`src/rtl/ram_stream_pkg.sv`:
```
// ----------------------------------------------------------------------------
// ram_stream_pkg
// Shared types and constants for the RAM stream reader:
//   state_e   : reader FSM states (IDLE, RUN, DRAIN)
//   BUF_DEPTH : number of entries in the output buffer
//   BUF_CNT_W : width of a counter able to hold 0..BUF_DEPTH
// ----------------------------------------------------------------------------
package ram_stream_pkg;

  typedef enum logic [1:0] {
    IDLE  = 2'd0,
    RUN   = 2'd1,
    DRAIN = 2'd2
  } state_e;

  localparam int BUF_DEPTH = 2;
  localparam int BUF_CNT_W = $clog2(BUF_DEPTH + 1);

endpackage

```
`src/rtl/stream_skid_fifo.sv`:
```
// ----------------------------------------------------------------------------
// stream_skid_fifo
// Small register FIFO that absorbs the RAM read latency against downstream
// backpressure. Push and pop in the same cycle are legal at any occupancy;
// the producer is responsible for never pushing into a full buffer without a
// simultaneous pop.
//
// Ports:
//   clock        in   system clock
//   reset        in   synchronous active-high reset
//   push_i       in   write push_data_i at the tail this cycle
//   push_data_i  in   data to write
//   pop_i        in   drop the head entry this cycle (ignored when empty)
//   head_o       out  oldest entry (meaningful while count_o != 0)
//   count_o      out  current occupancy, 0..BUF_DEPTH
// ----------------------------------------------------------------------------
module stream_skid_fifo
  import ram_stream_pkg::*;
#(
  parameter int WIDTH = 8
) (
  input  logic                 clock,
  input  logic                 reset,
  input  logic                 push_i,
  input  logic [WIDTH-1:0]     push_data_i,
  input  logic                 pop_i,
  output logic [WIDTH-1:0]     head_o,
  output logic [BUF_CNT_W-1:0] count_o
);

  // BUF_DEPTH is a power of two, so pointers wrap by plain overflow.
  localparam int PTR_W = $clog2(BUF_DEPTH);

  logic [WIDTH-1:0]     mem_q [BUF_DEPTH];
  logic [PTR_W-1:0]     rd_ptr_q, rd_ptr_d;
  logic [PTR_W-1:0]     wr_ptr_q, wr_ptr_d;
  logic [BUF_CNT_W-1:0] count_q, count_d;
  logic                 do_pop;

  always_comb begin
    // NOTE: every signal written here gets a default first; a branch that
    // skipped an assignment would otherwise infer a latch.
    do_pop   = pop_i && (count_q != '0);
    rd_ptr_d = rd_ptr_q;
    wr_ptr_d = wr_ptr_q;
    count_d  = count_q;

    if (push_i) wr_ptr_d = wr_ptr_q + PTR_W'(1);
    if (do_pop) rd_ptr_d = rd_ptr_q + PTR_W'(1);

    case ({push_i, do_pop})
      2'b10:   count_d = count_q + BUF_CNT_W'(1);
      2'b01:   count_d = count_q - BUF_CNT_W'(1);
      default: count_d = count_q;
    endcase
  end

  always_ff @(posedge clock) begin
    if (reset) begin
      // NOTE: the storage is only two words of flops, so it is reset too;
      // that keeps head_o (and the stream data) at 0 coming out of reset.
      for (int i = 0; i < BUF_DEPTH; i++) mem_q[i] <= '0;
      rd_ptr_q <= '0;
      wr_ptr_q <= '0;
      count_q  <= '0;
    end else begin
      // NOTE: clocked state uses non-blocking assignments only, so every
      // register samples the pre-edge values regardless of statement order.
      if (push_i) mem_q[wr_ptr_q] <= push_data_i;
      rd_ptr_q <= rd_ptr_d;
      wr_ptr_q <= wr_ptr_d;
      count_q  <= count_d;
    end
  end

  assign head_o  = mem_q[rd_ptr_q];
  assign count_o = count_q;

endmodule

```
`src/rtl/ram_stream_reader.sv`:
```
// ----------------------------------------------------------------------------
// ram_stream_reader
// Walks a contiguous block-RAM address range (wrapping at DEPTH) on a start
// command and delivers each word on a valid/ready stream. The RAM has a
// one-cycle registered read; a two-entry buffer plus a credit check on
// issued reads absorbs backpressure without dropping or duplicating words.
//
// Ports:
//   clock      in   system clock (shared with the RAM read port)
//   reset      in   synchronous active-high reset; aborts any transfer
//   start      in   command strobe, accepted only while busy=0
//   base_addr  in   first address to read
//   length     in   number of words to deliver (0 allowed)
//   busy       out  high from start acceptance until the done cycle
//   done       out  one-cycle pulse after the last word handshakes
//   raddr      out  registered RAM read address
//   read_data  in   RAM data for the address sampled on the previous edge
//   out_data   out  stream data (buffer head)
//   out_valid  out  stream valid (buffer non-empty)
//   out_ready  in   stream ready; a beat moves on out_valid & out_ready
// ----------------------------------------------------------------------------
module ram_stream_reader
  import ram_stream_pkg::*;
#(
  parameter  int SIZE   = 8,
  parameter  int DEPTH  = 256,
  localparam int ADDR_W = $clog2(DEPTH)
) (
  input  logic              clock,
  input  logic              reset,
  input  logic              start,
  input  logic [ADDR_W-1:0] base_addr,
  input  logic [ADDR_W:0]   length,
  output logic              busy,
  output logic              done,
  output logic [ADDR_W-1:0] raddr,
  input  logic [SIZE-1:0]   read_data,
  output logic [SIZE-1:0]   out_data,
  output logic              out_valid,
  input  logic              out_ready
);

  localparam int LEN_W = ADDR_W + 1;
  localparam int OCC_W = BUF_CNT_W + 1;

  state_e               state_q, state_d;
  logic [ADDR_W-1:0]    addr_q, addr_d;
  logic [LEN_W-1:0]     rem_issue_q, rem_issue_d;
  logic [LEN_W-1:0]     rem_out_q, rem_out_d;
  logic                 inflight_q, inflight_d;

  logic                 accept;
  logic                 issue;
  logic                 pop;
  logic                 finish;
  logic [BUF_CNT_W-1:0] buf_count;
  logic [OCC_W-1:0]     occ_after_pop;

  // --------------------------------------------------------------------------
  // Output buffer: RAM data lands here one cycle after its read is issued.
  // --------------------------------------------------------------------------
  stream_skid_fifo #(
    .WIDTH (SIZE)
  ) u_buf (
    .clock       (clock),
    .reset       (reset),
    .push_i      (inflight_q),
    .push_data_i (read_data),
    .pop_i       (pop),
    .head_o      (out_data),
    .count_o     (buf_count)
  );

  assign out_valid = (buf_count != '0);
  assign pop       = out_valid && out_ready;
  assign raddr     = addr_q;

  // --------------------------------------------------------------------------
  // FSM: state register
  // --------------------------------------------------------------------------
  always_ff @(posedge clock) begin
    if (reset) state_q <= IDLE;
    else       state_q <= state_d;
  end

  // --------------------------------------------------------------------------
  // FSM: next state
  // --------------------------------------------------------------------------
  always_comb begin
    state_d = state_q;
    unique case (state_q)
      IDLE: begin
        if (accept) state_d = (length == '0) ? DRAIN : RUN;
      end
      RUN: begin
        // Leave once the final read has been issued.
        if (issue && (rem_issue_q == LEN_W'(1))) state_d = DRAIN;
      end
      DRAIN: begin
        // The done cycle may accept a fresh command back-to-back.
        if (finish) begin
          if (accept) state_d = (length == '0) ? DRAIN : RUN;
          else        state_d = IDLE;
        end
      end
      default: state_d = IDLE;
    endcase
  end

  // --------------------------------------------------------------------------
  // FSM: outputs and read-issue decision
  // --------------------------------------------------------------------------
  always_comb begin
    finish = (state_q == DRAIN) && (rem_out_q == '0);
    done   = finish;
    busy   = (state_q != IDLE) && !finish;
    accept = start && !busy;

    // Words already committed to the buffer (stored or still coming back
    // from the RAM), less the one leaving this cycle. A new read is only
    // issued if its data is guaranteed a slot when it arrives.
    occ_after_pop = OCC_W'(buf_count) + OCC_W'(inflight_q) - OCC_W'(pop);
    issue = (state_q == RUN) && (rem_issue_q != '0) &&
            (occ_after_pop < OCC_W'(BUF_DEPTH));
  end

  // --------------------------------------------------------------------------
  // Address / count datapath
  // --------------------------------------------------------------------------
  always_comb begin
    addr_d      = addr_q;
    rem_issue_d = rem_issue_q;
    rem_out_d   = rem_out_q;
    inflight_d  = issue;

    if (accept) begin
      addr_d      = base_addr;
      rem_issue_d = length;
      rem_out_d   = length;
    end else begin
      if (issue) begin
        addr_d      = (addr_q == ADDR_W'(DEPTH - 1)) ? '0 : addr_q + ADDR_W'(1);
        rem_issue_d = rem_issue_q - LEN_W'(1);
      end
      if (pop) rem_out_d = rem_out_q - LEN_W'(1);
    end
  end

  always_ff @(posedge clock) begin
    if (reset) begin
      addr_q      <= '0;
      rem_issue_q <= '0;
      rem_out_q   <= '0;
      inflight_q  <= 1'b0;
    end else begin
      addr_q      <= addr_d;
      rem_issue_q <= rem_issue_d;
      rem_out_q   <= rem_out_d;
      inflight_q  <= inflight_d;
    end
  end

endmodule

```
`config.mk`:
```
export PLATFORM = sky130hd
export DESIGN_NAME = ram_stream_reader
export DESIGN_NICKNAME = d
export VERILOG_FILES = /design/src/rtl/ram_stream_pkg.sv /design/src/rtl/stream_skid_fifo.sv /design/src/rtl/ram_stream_reader.sv
export SDC_FILE = /design/constraint.sdc
export NUM_CORES = 1
export LEC_CHECK = 0
export BUFFER_PORTS_ARGS = -buffer_cell sky130_fd_sc_hd__buf_2
export CELL_PAD_IN_SITES_DETAIL_PLACEMENT = 0
export CELL_PAD_IN_SITES_GLOBAL_PLACEMENT = 1
export CORE_ASPECT_RATIO = 0.7
export CORE_UTILIZATION = 42
export DETAILED_ROUTE_END_ITERATION = 10
export HOLD_SLACK_MARGIN = 0.02
export PLACE_DENSITY_LB_ADDON = 0.3
export SETUP_SLACK_MARGIN = 0.02
export SYNTH_ARGS = -nofsm -noshare
export SYNTH_HDL_FRONTEND = slang
export SYNTH_SLANG_ARGS = --single-unit
```
`constraint.sdc`:
```
create_clock -name clock -period 3.82 [get_ports clock]
set_input_delay 0.764 -clock clock [delete_from_list [all_inputs] [get_ports clock]]
set_output_delay 0.764 -clock clock [all_outputs]
set_load 0.02 [all_outputs]
```
After elaboration in Yosys (flattened, before gate mapping)
Memory sizes are Yosys's and may differ from the RTL's. A register that Yosys moved wholly into a read port is not among the register bits.
Index checks and enable logic that the tools add are counted.
W data, S select, Z words.
Storage, ports and cells
  register bits: 33
  bits in writable memories: 16
  logic and storage cells: 73
  memories: 1
Operators by class
  $add $sub $neg: 9
  magnitude comparators: 1
  eq/ne operators: 9
  muxes and demuxes: 24
  reduce and logical (&&, ||, !) cells: 21
Memory list
  u_buf.mem_q: words 2, width 8, rd ports 1, clocked after Yosys merged registers in 1, wr ports 2, RTL line stream_skid_fifo.sv:34  | logic [WIDTH-1:0] mem_q [BUF_DEPTH];
Operators by type and width (count)
  $mux W9: 4
  $mux W8: 4
  $logic_not A9 Y1: 2
  $sub A9 B1 Y9 const B: 2
  $mux W2: 5
  $reduce_bool A2 Y1: 5
  $eq A9 B1 Y1 const B: 1
  $mux W1: 9
  $reduce_bool A9 Y1: 1
  $add A8 B1 Y8 const B: 1
  $eq A8 B8 Y1 const B: 1
  $logic_and A1 B1 Y1: 8
  $reduce_or A8 Y1: 1
  $ne A2 B2 Y1 const B: 3
  $pmux W2 S3: 1
  $eq A2 B1 Y1 const B: 2
  $eq A2 B2 Y1 const B: 2
  $pmux W2 S2: 1
  $add A2 B1 Y3: 1
  $lt A3 B2 Y1 const B: 1
  $reduce_and A3 Y1: 1
  $sub A3 B1 Y3: 1
  $add A1 B1 Y1 const B: 2
  $add A2 B1 Y2 const B: 1
  3 further kinds: 4

Longest topological paths before layout
  word-level depth: 9
  depth in mapped cells: 11

By module
A second synthesis with hierarchy kept.
Unflattened totals
  cell total of the unflattened synthesis: 291
  area, all modules: 2640.0 µm²
Modules (own cells, without submodules)
  ram_stream_reader: instances 1, cells an instance 217, area each 1737.9 µm², sequential area each 580.6 µm²
  stream_skid_fifo: instances 1, cells an instance 74, area each 902.1 µm², sequential area each 580.6 µm²

Worst setup path after synthesis
Ideal clock, no wire load.
  path type: input-to-reg
  from: input port out_ready
  to: register addr_q[5] (netlist: raddr[5])
  arrival time: 2.891 ns
  required time: 3.729 ns
  path slack: 0.838 ns
  stages: 10
  cells stage by stage: o21ai_1 inv_2 ha_1 nand2b_1 fa_1 xnor2_1 and3_4 nand2_4 or4_1 a311oi_1
Between the ends
  longest elaborated chain between the ends: 5
RTL lines
  start: declaration: RTL line ram_stream_reader.sv:40  | input logic out_ready
  $logic_and A1 B1 Y1: RTL line ram_stream_reader.sv:75  | assign pop = out_valid && out_ready;
  $sub A3 B1 Y3: RTL line ram_stream_reader.sv:122  | occ_after_pop = OCC_W'(buf_count) + OCC_W'(inflight_q) - OCC_W'(pop);
  $lt A3 B2 Y1: RTL line ram_stream_reader.sv:124  | (occ_after_pop < OCC_W'(BUF_DEPTH));
  $logic_and A1 B1 Y1: RTL line ram_stream_reader.sv:123  | issue = (state_q == RUN) && (rem_issue_q != '0) &&
  $reduce_bool A2 Y1 (no line)
  end signal: assignment: RTL line ram_stream_reader.sv:156  | addr_q <= addr_d;
  end: declaration: RTL line ram_stream_reader.sv:47  | logic [ADDR_W-1:0] addr_q, addr_d;
No other way between the ends.
A chain may end at the register's enable or synchronous reset.

Worst setup path in the final report
Same ends and word-level chain as after synthesis.

==> metrics.cfg <==
[run_status]
status=completed

[clock_tree]
cts_hold_buf=0
cts_tree=done
clkLatencyLatePin_ns=0.30
clockRootBuffer=clkbuf_8
cts_made_buffers=5
clockBufferDepth=2
cts_setup_buffers=0
cts_htree_levels=2
cts-resized-gates=0
clock-sinks=50
clkTransAtPathRegs_ns=0.09

[yosys]
async_flop_share=0
synth_compound_area_frac=0.1511
synth.distinct_cells=52
synth_area_per_cell_sq_um=9.266
synth_seq_area_share=0.4381
yosys_warnings=0
synth_mux_area_frac=0.03399
synth_ff_type=dfxtp_1
synth_top_family_by_area=simple AND/OR/NAND/NOR gates
synthCells=286
ys_ff_latch=50
synthAdderAreaFrac=0.04533
synth-xor-area-share=0.04297
synth_nets=324
synth_area_sq_um=2650
synth_edf_count=16
synth-simple-area-share=0.2512

[sta]
hold_violations=0
slew_violations=0
fin_setup_tns_ns=0
fmaxAchievable_ghz=0.3280
worst_slack_ns=0.7714
setup_viol=0
worst_slew_pin_slew_ns=0.7955
slew_headroom=0.4656
rsz0062_at_grt=no
fin_crit_sh=0.7981
fin_skew_ns=0.005024
post-route-min-period_ns=3.049

[hold_path]
hold_path.class=flop to flop

[layout]
multi_input_area_sq_um=1390
regArea_sq_um=1161
diodes=0
num-nets-final=369
n_fill_cell=552
synthToLayoutAreaGrowth_pct=14.35
drive_gt1_frac=0.2139

[global_route]
grt_usage=0.1945
grt_max_degree=39
grt_pass1_wl_um=10070
grt-ovfl-total=0
antenna_found_initial=0
grt_pass1_vias=2027

[worst_setup_path]
crit_path_max_fanout=13
cp.arrival_ns=3.26
path_class=input port to flop
cp-end-kind=flop
worst_ep_required_time_ns=4.03
critPathLaunchType=input port

[routing]
vias_per_cell=5.528
wl_um=6158
post_drt_wl_per_cell_um=15.13
dr.pass1.iters=4
ant_nets=0
drc_errors=0
drt_iter0_markers=121
routed-via-count=2250

[die]
die_h_um=68.46
row_count=23
io_pins=48
die-width_um=96.94
initial_core_util=0.4492
dieArea_sq_um=6637
core-area_sq_um=5899

[power_and_ir_drop]
power.density_nw_per_um2=528.3
p_leak_nw=1.164
vdd_drop_max_mv=0.3641

[placed_design]
port_buffers=47
dp_worst_setup_slack_ns=0.4309
place.gp.congestion=0.7415
hpwlAfterDp_um=4483

[run]
cap_violations=0

synth_stat cells, types with 2 or more instances:
master / number / share of area
a211oi_1: 8 / 0.023
a21o_1: 2 / 0.0057
a21oi_1: 17 / 0.032
a22oi_1: 3 / 0.0085
a2bb2oi_1: 3 / 0.0099
a311oi_1: 2 / 0.0066
a31oi_1: 7 / 0.017
and2_1: 19 / 0.045
clkbuf_1: 7 / 0.0099
dfxtp_1: 34 / 0.26
edfxtp_1: 16 / 0.18
ha_1: 8 / 0.038
inv_1: 10 / 0.014
mux2_2: 8 / 0.034
nand2_1: 22 / 0.031
nand2b_1: 3 / 0.0071
nand3_1: 11 / 0.021
nand4_1: 5 / 0.012
nand4b_1: 2 / 0.0066
nor2_1: 25 / 0.035
nor2b_1: 4 / 0.0094
nor3_1: 14 / 0.026
nor4_1: 3 / 0.0071
o211ai_1: 4 / 0.011
o21ai_0: 4 / 0.0076
o21ai_1: 4 / 0.0076
or2_2: 2 / 0.0047
or3_1: 3 / 0.0071
or4_1: 2 / 0.0057
xnor2_1: 8 / 0.026
xor2_1: 5 / 0.017
logic make-up (layout without fill, tap and decap cells):
family          count (synthesis)  in the layout
compound gates                 61             61
xor+xnor                       13             13
fa+ha+maj                       9              9
buf+inv                        23             69
flops                          50             50
mux                             8              8
simple gates                  122            122
layout by cell type, fill, tap and decap left out, types with 6 or more instances in the layout:
cell      Yosys  routed
dfxtp_1      34      34
nor3_1       14      14
and2_1       19      19
a21oi_1      17      17
xnor2_1       8       8
inv_1        10      10
nand2_1      22      22
clkbuf_8      0       6
ha_1          8       8
a31oi_1       7       7
nand3_1      11      11
edfxtp_1     16      16
nor2_1       25      25
buf_2         1      47
mux2_2        8       8
a211oi_1      8       8
where the power goes:
group | switching, mW | internal, mW | total [mW]
sequential | 0.0878 | 0.626 | 0.714
clock | 0.173 | 0.148 | 0.321
combinational | 0.327 | 0.239 | 0.566
total | 0.588 | 1.01 | 1.60
through the flow:
step / utilization / instances / total power, mW / cell area, sq um / hold WS (ns)
floorplan: - / 286 / 1.150 / 2650 / 0.4667
global placement: 0.4984 / 399 / 1.284 / 2940 / 0.4790
detailed placement: 0.4984 / 399 / 1.288 / 2940 / 0.4871
CTS: 0.5137 / 407 / 1.605 / 3030 / 0.4999
global route: 0.5137 / 407 / 1.708 / 3030 / 0.5454
finish: 0.5137 / 407 / 1.601 / 3030 / 0.4993
worst max-delay path: stages:
cell and delay [ns]:
buf_2 0.10, o21ai_1 0.15, inv_2 0.14, ha_1 0.28, nand2b_1 0.15, fa_1 0.38, xnor2_1 0.14, and3_4 0.30
nand2_4 0.11, or4_1 0.48, a311oi_1 0.26
state kept, by name, indices dropped and copies added, names as in the netlist, named ones only:
| register | flops |
|---|---|
| u_buf.wr_ptr_q | 1 |
| u_buf.rd_ptr_q | 1 |
| u_buf.mem_q | 16 |
| state_q | 2 |
| rem_issue_q | 9 |
| raddr | 8 |
| u_buf.count_o | 2 |
| rem_out_q | 9 |
| inflight_q | 1 |
layout make-up:
type | count | area share
sequential | 50 | 0.3832
tap | 75 | 0.03097
timing repair buffer | 49 | 0.08258
inverter | 12 | 0.01486
multi-input combinational | 213 | 0.4587
clock buffer | 8 | 0.02973
path summary, 6_finish.rpt:
check	startpoint	to	slack, ns	cells past startpoint
min	rem_issue_q[0]	rem_issue_q[0]	0.50	2
min reg2reg	rem_issue_q[0]	rem_issue_q[0]	0.50	2
max	out_ready	raddr[5]	0.77	11
max reg2reg	u_buf.count_o[1]	raddr[5]	0.83	10
layer usage:
metal / up-vias / GRT usage / routed length [um]
met5: - / 0 / 0
li1: 1131 / - / -
met2: 55 / 0.2835 / 2547
met1: 1056 / 0.2862 / 3202
met4: 0 / 0.06343 / 74
met3: 8 / 0.03984 / 334
Power figures use the tool's default switching activity.
